**src/rtl/ov7670_pixel_capture.sv**
```systemverilog
// OV7670 write-side capture: registers the camera bus, pairs RGB444 bytes into 12-bit pixels
// and drives raster-order writes into frame_buffer, one frame per VSYNC low period.
module ov7670_pixel_capture #(
  parameter int unsigned H_ACTIVE = 640,
  parameter int unsigned V_ACTIVE = 480,
  parameter int unsigned DEPTH    = H_ACTIVE * V_ACTIVE,
  parameter int unsigned ADDR_W   = $clog2(DEPTH),
  parameter int unsigned PIX_W    = 12
) (
  input  logic              wr_clk,
  input  logic              rst_n,
  input  logic              capture_en,
  input  logic              cam_vsync,
  input  logic              cam_href,
  input  logic [7:0]        cam_d,
  output logic              wr_en,
  output logic [ADDR_W-1:0] wr_addr,
  output logic [PIX_W-1:0]  data_out,
  output logic              frame_done,
  output logic              overflow,
  output logic              short_frame
);

  typedef enum logic [1:0] {StSync, StVblank, StActive, StSkip} state_e;

  localparam logic [ADDR_W:0]   DepthCnt = (ADDR_W + 1)'(DEPTH);
  localparam logic [ADDR_W-1:0] LastAddr = ADDR_W'(DEPTH - 1);

  state_e              state_q, state_d;
  logic                vsync_d1, vsync_d2, href_d1, capen_d1;
  logic [7:0]          cam_d_d1;
  logic                byte_sel_q, byte_sel_d;
  logic [3:0]          r_nib_q, r_nib_d;
  logic [ADDR_W:0]     pix_cnt_q, pix_cnt_d;
  logic [ADDR_W-1:0]   wr_addr_q, wr_addr_d;
  logic [PIX_W-1:0]    data_q, data_d;
  logic                wr_en_q, wr_en_d;
  logic                frame_done_q, frame_done_d;
  logic                overflow_q, overflow_d;
  logic                short_q, short_d;
  logic                vs_rise, vs_fall;

  assign vs_rise = vsync_d1 & ~vsync_d2;
  assign vs_fall = ~vsync_d1 & vsync_d2;

  always_comb begin
    state_d      = state_q;
    byte_sel_d   = byte_sel_q;
    r_nib_d      = r_nib_q;
    pix_cnt_d    = pix_cnt_q;
    data_d       = data_q;
    wr_en_d      = 1'b0;
    frame_done_d = 1'b0;
    overflow_d   = overflow_q;
    short_d      = short_q;
    // Address trails the count by one cycle and saturates once the frame is full.
    wr_addr_d    = (pix_cnt_q < DepthCnt) ? pix_cnt_q[ADDR_W-1:0] : LastAddr;
    unique case (state_q)
      StSync: begin
        if (vsync_d1) state_d = StVblank;
      end
      StVblank: begin
        if (vs_fall) begin
          pix_cnt_d  = '0;
          wr_addr_d  = '0;
          overflow_d = 1'b0;
          short_d    = 1'b0;
          byte_sel_d = 1'b0;
          state_d    = capen_d1 ? StActive : StSkip;
        end
      end
      StActive: begin
        if (vs_rise) begin
          frame_done_d = 1'b1;
          short_d      = (pix_cnt_q < DepthCnt);
          byte_sel_d   = 1'b0;
          state_d      = StVblank;
        end else if (href_d1 && !vsync_d1) begin
          byte_sel_d = ~byte_sel_q;
          if (!byte_sel_q) begin
            r_nib_d = cam_d_d1[3:0];
          end else if (pix_cnt_q < DepthCnt) begin
            wr_en_d   = 1'b1;
            data_d    = {r_nib_q, cam_d_d1};
            pix_cnt_d = pix_cnt_q + 1'b1;
          end else begin
            overflow_d = 1'b1;
          end
        end else begin
          byte_sel_d = 1'b0;
        end
      end
      StSkip: begin
        if (vs_rise) state_d = StVblank;
      end
      default: state_d = StSync;
    endcase
  end

  always_ff @(posedge wr_clk or negedge rst_n) begin
    if (!rst_n) begin
      vsync_d1     <= 1'b0;
      vsync_d2     <= 1'b0;
      href_d1      <= 1'b0;
      capen_d1     <= 1'b0;
      cam_d_d1     <= '0;
      state_q      <= StSync;
      byte_sel_q   <= 1'b0;
      r_nib_q      <= '0;
      pix_cnt_q    <= '0;
      wr_addr_q    <= '0;
      data_q       <= '0;
      wr_en_q      <= 1'b0;
      frame_done_q <= 1'b0;
      overflow_q   <= 1'b0;
      short_q      <= 1'b0;
    end else begin
      vsync_d1     <= cam_vsync;
      vsync_d2     <= vsync_d1;
      href_d1      <= cam_href;
      capen_d1     <= capture_en;
      cam_d_d1     <= cam_d;
      state_q      <= state_d;
      byte_sel_q   <= byte_sel_d;
      r_nib_q      <= r_nib_d;
      pix_cnt_q    <= pix_cnt_d;
      wr_addr_q    <= wr_addr_d;
      data_q       <= data_d;
      wr_en_q      <= wr_en_d;
      frame_done_q <= frame_done_d;
      overflow_q   <= overflow_d;
      short_q      <= short_d;
    end
  end

  assign wr_en       = wr_en_q;
  assign wr_addr     = wr_addr_q;
  assign data_out    = data_q;
  assign frame_done  = frame_done_q;
  assign overflow    = overflow_q;
  assign short_frame = short_q;

endmodule

```
**config.mk**
```make
export PLATFORM = sky130hd
export DESIGN_NAME = ov7670_pixel_capture
export DESIGN_NICKNAME = d
export VERILOG_FILES = /design/src/rtl/ov7670_pixel_capture.sv
export SDC_FILE = /design/constraint.sdc
export NUM_CORES = 1
export LEC_CHECK = 0
export ABC_CLOCK_PERIOD_IN_PS = 5500
export CORE_MARGIN = 2
export CORE_UTILIZATION = 50
export DETAILED_ROUTE_END_ITERATION = 12
export HOLD_SLACK_MARGIN = 0.12
export PLACE_DENSITY = 0.79
export SYNTH_ARGS = -nofsm -noshare
export SYNTH_HDL_FRONTEND = slang
export SYNTH_SLANG_ARGS = --single-unit
export TNS_END_PERCENT = 10
```
**constraint.sdc**
```tcl
create_clock -name wr_clk -period 5.5 [get_ports wr_clk]
set_input_delay 0.55 -clock wr_clk [delete_from_list [all_inputs] [get_ports wr_clk]]
set_output_delay 0.55 -clock wr_clk [all_outputs]
set_load 0.05 [all_outputs]
```
==> results of run 1 <==
[power by group]
part,leakage [nW],total (mW),internal (mW),switching [mW]
Sequential,0.992,0.593,0.575,0.0182
Clock,0.117,0.475,0.280,0.195
Combinational,0.588,0.123,0.0484,0.0748
[logic make-up (layout without fill, tap and decap cells)]
family / after synthesis / in the layout
buffers and inverters: 13 / 67
muxes: 17 / 17
DFF: 74 / 74
xor gates and xnor gates: 10 / 10
adders and majority gates: 1 / 1
and+or+nand+nor: 102 / 102
AOI/OAI and AO/OA: 26 / 26
[cell type report]
| type | count | area (sq um) |
|---|---|---|
| multi-input cells | 156 | 972.2 |
| repair buffers | 50 | 488.0 |
| flip-flops and latches | 74 | 1852 |
| clock buffers | 12 | 155.1 |
| fillers | 431 | 1906 |
| clock inverters | 4 | 73.82 |
| well taps | 72 | 90.09 |
| inverters | 1 | 3.754 |
[sequential cells by signal, indices dropped and copies added, names as in the netlist, 2 cells and up]
signal / flops
data_out: 12
cam_d_d1: 8
state_q: 2
pix_cnt_q: 20
r_nib_q: 4
wr_addr: 19
[per-layer routing]
metal / track usage [%] / vias up / share of wire (%)
met5: 0 / - / 0
met4: 10.85 / 0 / 2.3
met3: 4.299 / 9 / 4.2
met2: 28.17 / 51 / 50
met1: 23.63 / 974 / 44
li1: - / 945 / -
[worst max-delay path by stage]
stage                         endpoint  slack, ns     startpoint
after global routing       data_out[6]       2.65  pix_cnt_q[15]
after detailed placement   data_out[6]       2.79  pix_cnt_q[15]
after CTS                  data_out[6]       2.81  pix_cnt_q[15]
final                      data_out[6]       2.78  pix_cnt_q[15]
after global placement     data_out[6]       2.88  pix_cnt_q[15]
after floorplan           data_out[10]       3.58  pix_cnt_q[15]
[placed cells by master, fill, tap and decap left out, types with 2 or more instances in the layout]
master and instances:
nor4b_1 2, dfrtp_1 74, o21ai_0 5, nand4_1 11, bufinv_16 2, nand2_1 9
and4_1 2, nand2b_1 2, mux2_2 17, nor2_1 48, clkbuf_8 11, a31oi_1 2
xor2_1 10, nor3b_1 2, nand3b_1 2, a21oi_1 8, nand3_1 7, clkdlybuf4s50_1 46
o21ai_1 2, and3_1 9, buf_4 3
[metrics by stage]
stage               utilization, %  total power, mW  worst slack (ns)
detailed placement           61.47           0.7278             2.792
global route                 65.61            1.232             2.649
CTS                          65.61            1.197             2.806
floorplan                        -           0.6743             3.582
finish                       65.61            1.191             2.778
global placement             61.47           0.7233             2.885
[worst register-to-register path: stages (launching register included)]
cell and delay [ns]:
dfrtp_1 0.44, o31a_1 0.36, o2bb2ai_2 0.57, and3_1 0.81
mux2_2 0.42
==> impl_metrics.json, run 1 <==
{
  "syn_nets": 257,
  "worstPathCellList": "o31a_1, o2bb2ai_2, and3_1, mux2_2",
  "yosysTopAreaCell": "dfrtp_1",
  "ys_top_cells_by_area": "dfrtp_1 (64%), mux2_2 (6.6%), nor2_1 (6.2%)",
  "cts_tree": "yes",
  "synthXorXnorAreaFrac_pct": 3.032,
  "dr.pass1.iters": 4,
  "synthCells": 243,
  "crit_buf_inv": 0,
  "rsz0062_at_grt": "no",
  "rrSetupSlack_ns": 2.78,
  "clock_latency_ns": 0.35,
  "dpl.hpwl_mm": 3.387,
  "period_share_pct": 49.49,
  "ys_ff_latch": 74,
  "yosys_most_used_dff": "dfrtp_1",
  "io_buffers": 47,
  "p_per_area_mw_per_mm2": 327.6,
  "grt_usage_pct": 18.32,
  "hold_path.class": "input port to async pin",
  "start_util_pct": 52.15,
  "wl_per_cell_um": 14.38,
  "clockBufferDepth": 2,
  "worst_pin_slew_ns": 1.129,
  "critPathMaxFanout": 18,
  "path_depth": 4,
  "synthSimpleGateAreaFrac_pct": 17.67,
  "gp_congestion": 0.8153,
  "syn_to_final_growth_pct": 25.81,
  "fin_crit_ns": 2.722,
  "antenna_left": 0,
  "maxSlewHeadroom_pct": 24.71,
  "fin_nets": 306,
  "vias_per_cell": 5.363,
  "yosysWarnings": 0,
  "synth.cell_area_sq_mm": 0.002889,
  "cts_setup_buffers": 0,
  "vias": 1979,
  "root_buffer": "clkbuf_8",
  "hold_buffers": 0,
  "yosysTopAreaCellShare_pct": 64.10,
  "die_area_sq_mm": 0.006402,
  "yosysMostFrequentCell": "dfrtp_1",
  "synth_compound_area_share_pct": 5.890,
  "setup_tns_ns": 0,
  "drt_iter0_markers": 163,
  "cp_data_arrival_time_ns": 2.96,
  "final_cells": 369,
  "muxShareOfSynthArea_pct": 6.626,
  "drt_wl_total_mm": 5.305,
  "cts.repair.resized": 0,
  "finClkSkew_ns": 0.01029,
  "rows": 27,
  "synth_fa_ha_area_share_pct": 0.4331,
  "dpl-instance-area_sq_mm": 0.003406,
  "dieHeight_um": 80.02,
  "synth_common_cells": "dfrtp_1 (74), nor2_1 (48), mux2_2 (17), nand4_1 (11), xor2_1 (10)",
  "drv_cap": 0,
  "finalSetupViolations": 0,
  "drive_gt1_share_pct": 13.13,
  "status": "completed",
  "startpoint_type": "register",
  "fin_area_sq_mm": 0.003635,
  "fin_hold_ws_ns": 0.3904,
  "critical_path_class": "register to register",
  "slew_violations": 0,
  "clock_sinks": 74,
  "core_sq_mm": 0.005540,
  "cpLargestDelayFamily": "compound AO/OA/AOI/OAI gates",
  "numCtsBuffers": 9,
  "synth_top_family_by_area": "simple AND/OR/NAND/NOR gates",
  "p_leak_nw": 1.696,
  "synth_cell_types": 39,
  "async_reset_ff_share_pct": 100.0,
  "avgSynthCellArea_sq_um": 11.89,
  "io_pins": 48,
  "grt_max_degree": 75,
  "r2r_cells": 4,
  "hold_viol": 0,
  "fp.dieW_um": 80.02,
  "cp_slowest_cell": "and3_1",
  "antenna_found_initial": 0,
  "cts_max_level": 3,
  "grt_overflow": 0,
  "path_clk_slew_ns": 0.07,
  "drcViolationCount": 0,
  "timing.rr.start": "pix_cnt_q[15]",
  "diodes": 0,
  "rr_endpoint": "data_out[6]",
  "synth_edf_count": 0,
  "cp-end-kind": "register",
  "max_freq_mhz": 367.4,
  "crit_required_ns": 5.74,
  "max_stage_delay_ns": 0.81,
  "dp_cells": 353,
  "synth_seq_area_share_pct": 64.10,
  "grt_pass1_wl_mm": 8.901,
  "max-vdd-ir-drop_mv": 0.2286,
  "grt_pass1_vias": 1952
}
No activity file was read; power rests on OpenSTA's default activity.
==> inputs of run 2 (changes only) <==
Settings changed: ABC_CLOCK_PERIOD_IN_PS 5500 to 2500, CORE_UTILIZATION 50 to 47, PLACE_DENSITY 0.79 to 0.78.
Clock period 5.5 ns to 2.5 ns, I/O delays scaled along.
==> impl_metrics.json, run 2 (synthesis results as in run 1) <==
{
  "clockBufferDepth": 2,
  "numCtsBuffers": 9,
  "worst_pin_slew_ns": 1.169,
  "io_pins": 48,
  "grt_pass1_wl_mm": 9.266,
  "cp-end-kind": "register",
  "finClkSkew_ns": 0.008868,
  "min_to": "vsync_d1",
  "vias_per_cell": 5.388,
  "crit_required_ns": 2.76,
  "pwr-share-seq_pct": 53.9,
  "p_sw_mw": 0.6277,
  "rsz0062_at_grt": "no",
  "max-vdd-ir-drop_mv": 0.3294,
  "crit_start": "pix_cnt_q[16]",
  "place_ws_ns": 0.4491,
  "p_per_area_mw_per_mm2": 662.2,
  "antenna_found_initial": 0,
  "final_common_cell": "dfrtp_1",
  "syn_to_final_growth_pct": 26.29,
  "hold_path.class": "input port to register",
  "status": "completed",
  "root_buffer": "clkbuf_8",
  "hold_viol": 0,
  "largest_reg_flops": 20,
  "power.share.switching_pct": 25.98,
  "setup_tns_ns": 0,
  "vias": 2026,
  "regMostFlops": "pix_cnt_q",
  "intPower_mw": 1.789,
  "final_cell_mix": "dfrtp_1 (74), nor2_1 (48), clkdlybuf4s50_1 (46)",
  "grt_usage_pct": 18.60,
  "max_freq_mhz": 486.3,
  "drt_wl_total_mm": 5.310,
  "slew_violations": 0,
  "dpl.hpwl_mm": 3.547,
  "grt_overflow": 0,
  "core_sq_mm": 0.005921,
  "diodes": 0,
  "p_leak_nw": 1.697,
  "drv_cap": 0,
  "fin_nets": 310,
  "r2r_cells": 6,
  "critPathMaxFanout": 16,
  "maxSlewHeadroom_pct": 22.04,
  "hp-start": "cam_vsync",
  "fp.dieW_um": 82.40,
  "clkPwrFrac_pct": 34.7,
  "dieHeight_um": 82.40,
  "grt_pass1_vias": 1928,
  "drive_gt1_share_pct": 13.95,
  "wl_per_cell_um": 14.12,
  "clock_sinks": 74,
  "period_share_pct": 82.25,
  "rrSetupSlack_ns": 0.44,
  "startpoint_type": "register",
  "antenna_left": 0,
  "drt_iter0_markers": 197,
  "clock_latency_ns": 0.35,
  "hold_depth": 1,
  "drcViolationCount": 0,
  "cts_tree": "yes",
  "io_buffers": 47,
  "finalSetupViolations": 0,
  "critical_path_class": "register to register",
  "fin_crit_ns": 2.056,
  "timing.rr.start": "pix_cnt_q[16]",
  "path_clk_slew_ns": 0.08,
  "start_util_pct": 48.80,
  "fin_ws_ns": 0.4438,
  "cts_max_level": 3,
  "fill_cells": 495,
  "rows": 28,
  "rr_endpoint": "pix_cnt_q[16]",
  "grt_max_degree": 50,
  "cp_data_arrival_time_ns": 2.32,
  "dr.pass1.iters": 4,
  "die_area_sq_mm": 0.006790,
  "p_comb_share_pct": 11.5,
  "gp_congestion": 0.8638
}
run 2: through the flow:
step / std cells / hold WS, ns / total power, mW / util, % / area [sq um]
after floorplan: 243 / -0.04559 / 1.484 / - / 2889
after global placement: 359 / 0.2865 / 1.598 / 58.39 / 3457
after detailed placement: 359 / 0.2864 / 1.607 / 58.39 / 3457
after CTS: 376 / 0.3187 / 2.446 / 61.62 / 3649
after global routing: 376 / 0.3205 / 2.538 / 61.62 / 3649
final: 376 / 0.3319 / 2.416 / 61.62 / 3649
run 2: critical path, stage by stage (launching register included):
cell and delay, ns:
dfrtp_1 0.43, nor4_1 0.42, o2bb2ai_2 0.15, buf_4 0.23, nand4_1 0.15, or4b_1 0.50
o21ai_0 0.09
run 2: power groups by stage:
stage,Sequential [mW],Clock (mW),Combinational [mW]
after global placement,1.32,0,0.274
after floorplan,1.40,0,0.0827
after detailed placement,1.33,0,0.281
after CTS,1.30,0.860,0.282
final,1.30,0.837,0.277
after global routing,1.31,0.929,0.298
run 2: how the worst max path moves through the flow:
stage                          endpoint  slack [ns]  cells past startpoint
final                     pix_cnt_q[16]        0.44                      6
after global routing      pix_cnt_q[16]        0.30                      6
after CTS                      overflow        0.44                      5
after detailed placement       overflow        0.45                      5
after global placement    pix_cnt_q[16]        0.56                      6
after floorplan            data_out[10]        0.58                      6
run 2: routing by layer:
metal  share of wire (%)  wire length, um  track usage, %
met5                   0                0               0
met4                 2.7              144           11.17
met3                 5.1              270           4.348
met2                  47             2516           27.66
met1                  45             2380           24.85
run 2: cell type report:
type                            count  area (sq um)  share of cell area, %
Multi-Input combinational cell    156         972.2                  26.65
Clock inverter                      4         26.28                 0.7202
Timing Repair Buffer               54         545.5                  14.95
Clock buffer                       12         155.1                  4.252
Inverter                            1         3.754                 0.1029
Sequential cell                    74          1852                  50.75
Tap cell                           75         93.84                  2.572
run 2: timing repair:
action                    in CTS  in global routing
hold endpoints to repair      25                  0
setup buffers                  0                  0
gates resized for setup        0                  0
hold buffers                   1                  0
==> inputs of run 3 (changes only) <==
Settings changed: ABC_CLOCK_PERIOD_IN_PS 2500 to 1800.
Clock period 2.5 ns to 1.8 ns, I/O delays scaled along.
==> impl_metrics.json, run 3 (synthesis results as in run 1) <==
{
  "final_common_cell": "dfrtp_1",
  "grt_pass1_vias": 2096,
  "fin_hold_ws_ns": 0.2537,
  "startpoint_type": "register",
  "drt_wl_total_mm": 6.064,
  "vias_per_cell": 5.270,
  "dr.pass1.iters": 4,
  "core_sq_mm": 0.005921,
  "dieHeight_um": 82.40,
  "slew_violations": 0,
  "grt_max_degree": 50,
  "hold_path.class": "input port to async pin",
  "fin_ws_ns": -0.05584,
  "drt_iter0_markers": 218,
  "regMostFlops": "pix_cnt_q",
  "rows": 28,
  "root_buffer": "clkbuf_8",
  "drcViolationCount": 0,
  "max_freq_mhz": 538.8,
  "io_pins": 48,
  "p_comb_share_pct": 11.4,
  "grt_pass1_wl_mm": 9.846,
  "drive_gt1_share_pct": 21.74,
  "clock_latency_ns": 0.35,
  "cts_tree": "yes",
  "clkPwrFrac_pct": 39.1,
  "violations": "setup timing",
  "cts_max_level": 3,
  "rsz0062_at_grt": "yes",
  "period_share_pct": 103.1,
  "fin_area_sq_mm": 0.003955,
  "syn_to_final_growth_pct": 36.90,
  "power.share.switching_pct": 24.82,
  "clock_sinks": 74,
  "antenna_left": 0,
  "cp-end-kind": "register",
  "p_leak_nw": 1.846,
  "critPathMaxFanout": 7,
  "start_util_pct": 48.80,
  "finClkSkew_ns": 0.008021,
  "grt_overflow": 0,
  "fp.dieW_um": 82.40,
  "max-vdd-ir-drop_mv": 0.4899,
  "final_cell_mix": "dfrtp_1 (72), nor2_1 (48), clkdlybuf4s50_1 (46)",
  "grt_usage_pct": 19.68,
  "status": "complete, but fails checks",
  "hold_viol": 0,
  "worst_pin_slew_ns": 0.7021,
  "die_area_sq_mm": 0.006790,
  "cp_data_arrival_time_ns": 2.13,
  "gp_congestion": 0.8537,
  "wl_per_cell_um": 15.27,
  "finalSetupViolations": 13,
  "vias": 2092,
  "numCtsBuffers": 9,
  "critical_path_class": "register to register",
  "fin_crit_ns": 1.856,
  "maxSlewHeadroom_pct": 53.19,
  "p_per_area_mw_per_mm2": 926.2,
  "pwr-share-seq_pct": 49.5,
  "fin_nets": 331,
  "io_buffers": 47,
  "crit_required_ns": 2.07,
  "antenna_found_initial": 0,
  "intPower_mw": 2.754,
  "dpl-instance-area_sq_mm": 0.003607,
  "clockBufferDepth": 2,
  "dpl.hpwl_mm": 3.867,
  "largest_reg_flops": 20,
  "diodes": 0,
  "p_sw_mw": 0.9094,
  "drv_cap": 0,
  "path_clk_slew_ns": 0.08
}
==> run 3: changes by cell type in the layout (fill, tap and decap cells not counted), sizes merged <==
cell / before / now
buf: 7 / 28
bufinv: 0 / 2
clkbuf: 12 / 10
==> run 3: worst max-delay path: stages (launching register included) <==
cell and delay (ns):
dfrtp_1 0.42, o31a_1 0.35, o2bb2ai_4 0.25, nand4_1 0.17
or4b_1 0.49, o21ai_1 0.10
==> run 3: metrics by stage <==
stage | setup slack (ns) | util, % | TNS [ns] | cells | total power [mW]
after floorplan | -0.03238 | - | -0.1340 | 243 | 2.060
after global placement | -0.05540 | 60.93 | -0.2094 | 377 | 2.229
after detailed placement | -0.1326 | 60.93 | -1.867 | 377 | 2.242
after CTS | -0.05514 | 65.09 | -0.5826 | 394 | 3.678
after global routing | -0.1104 | 66.80 | -1.148 | 397 | 3.796
final | -0.05584 | 66.80 | -0.3018 | 397 | 3.663
==> run 3: power groups by stage <==
stage | combinational (mW) | sequential [mW] | clock (mW)
after floorplan | 0.115 | 1.95 | 0
after global placement | 0.395 | 1.83 | 0
after detailed placement | 0.402 | 1.84 | 0
after CTS | 0.406 | 1.81 | 1.46
after global routing | 0.448 | 1.83 | 1.52
final | 0.419 | 1.81 | 1.43
==> run 3: worst paths after layout <==
check,startpoint,cells past startpoint,end,slack (ns)
min in group wr_clk,cam_d[1],1,cam_d_d1[1],0.26
worst min register to register,capen_d1,1,state_q[0],0.41
worst max-delay path,pix_cnt_q[17],5,pix_cnt_q[16],-0.06
max in group asynchronous,rst_n,3,pix_cnt_q[19],0.97
worst max register to register,pix_cnt_q[17],5,pix_cnt_q[16],-0.06
worst min-delay path,rst_n,2,data_out[8],0.25
==> run 3: metal layers <==
| layer | share of wire [%] | track usage (%) | wire length (um) |
|---|---|---|---|
| met5 | 0 | 0 | 0 |
| met4 | 2.3 | 10.00 | 138 |
| met3 | 5.2 | 3.696 | 317 |
| met2 | 49 | 32.18 | 2982 |
| met1 | 43 | 25.00 | 2626 |
==> run 3: cell type report <==
type	count	area, sq um
Multi-Input combinational cell	156	1066
Sequential cell	74	1854
Clock inverter	6	90.09
Clock buffer	10	137.6
Fill cell	406	1966
Inverter	1	3.754
Timing Repair Buffer	75	709.4
Tap cell	75	93.84
==> run 3: what timing repair did <==
| item | 4_1_cts | 5_1_grt |
|---|---|---|
| pin swaps | 1 | 7 |
| setup buffers | 0 | 3 |
| gates resized for setup | 2 | 22 |
| hold buffers | 1 | 0 |
| endpoints found under the setup margin | 29 | 20 |
| hold endpoints to repair | 74 | 0 |
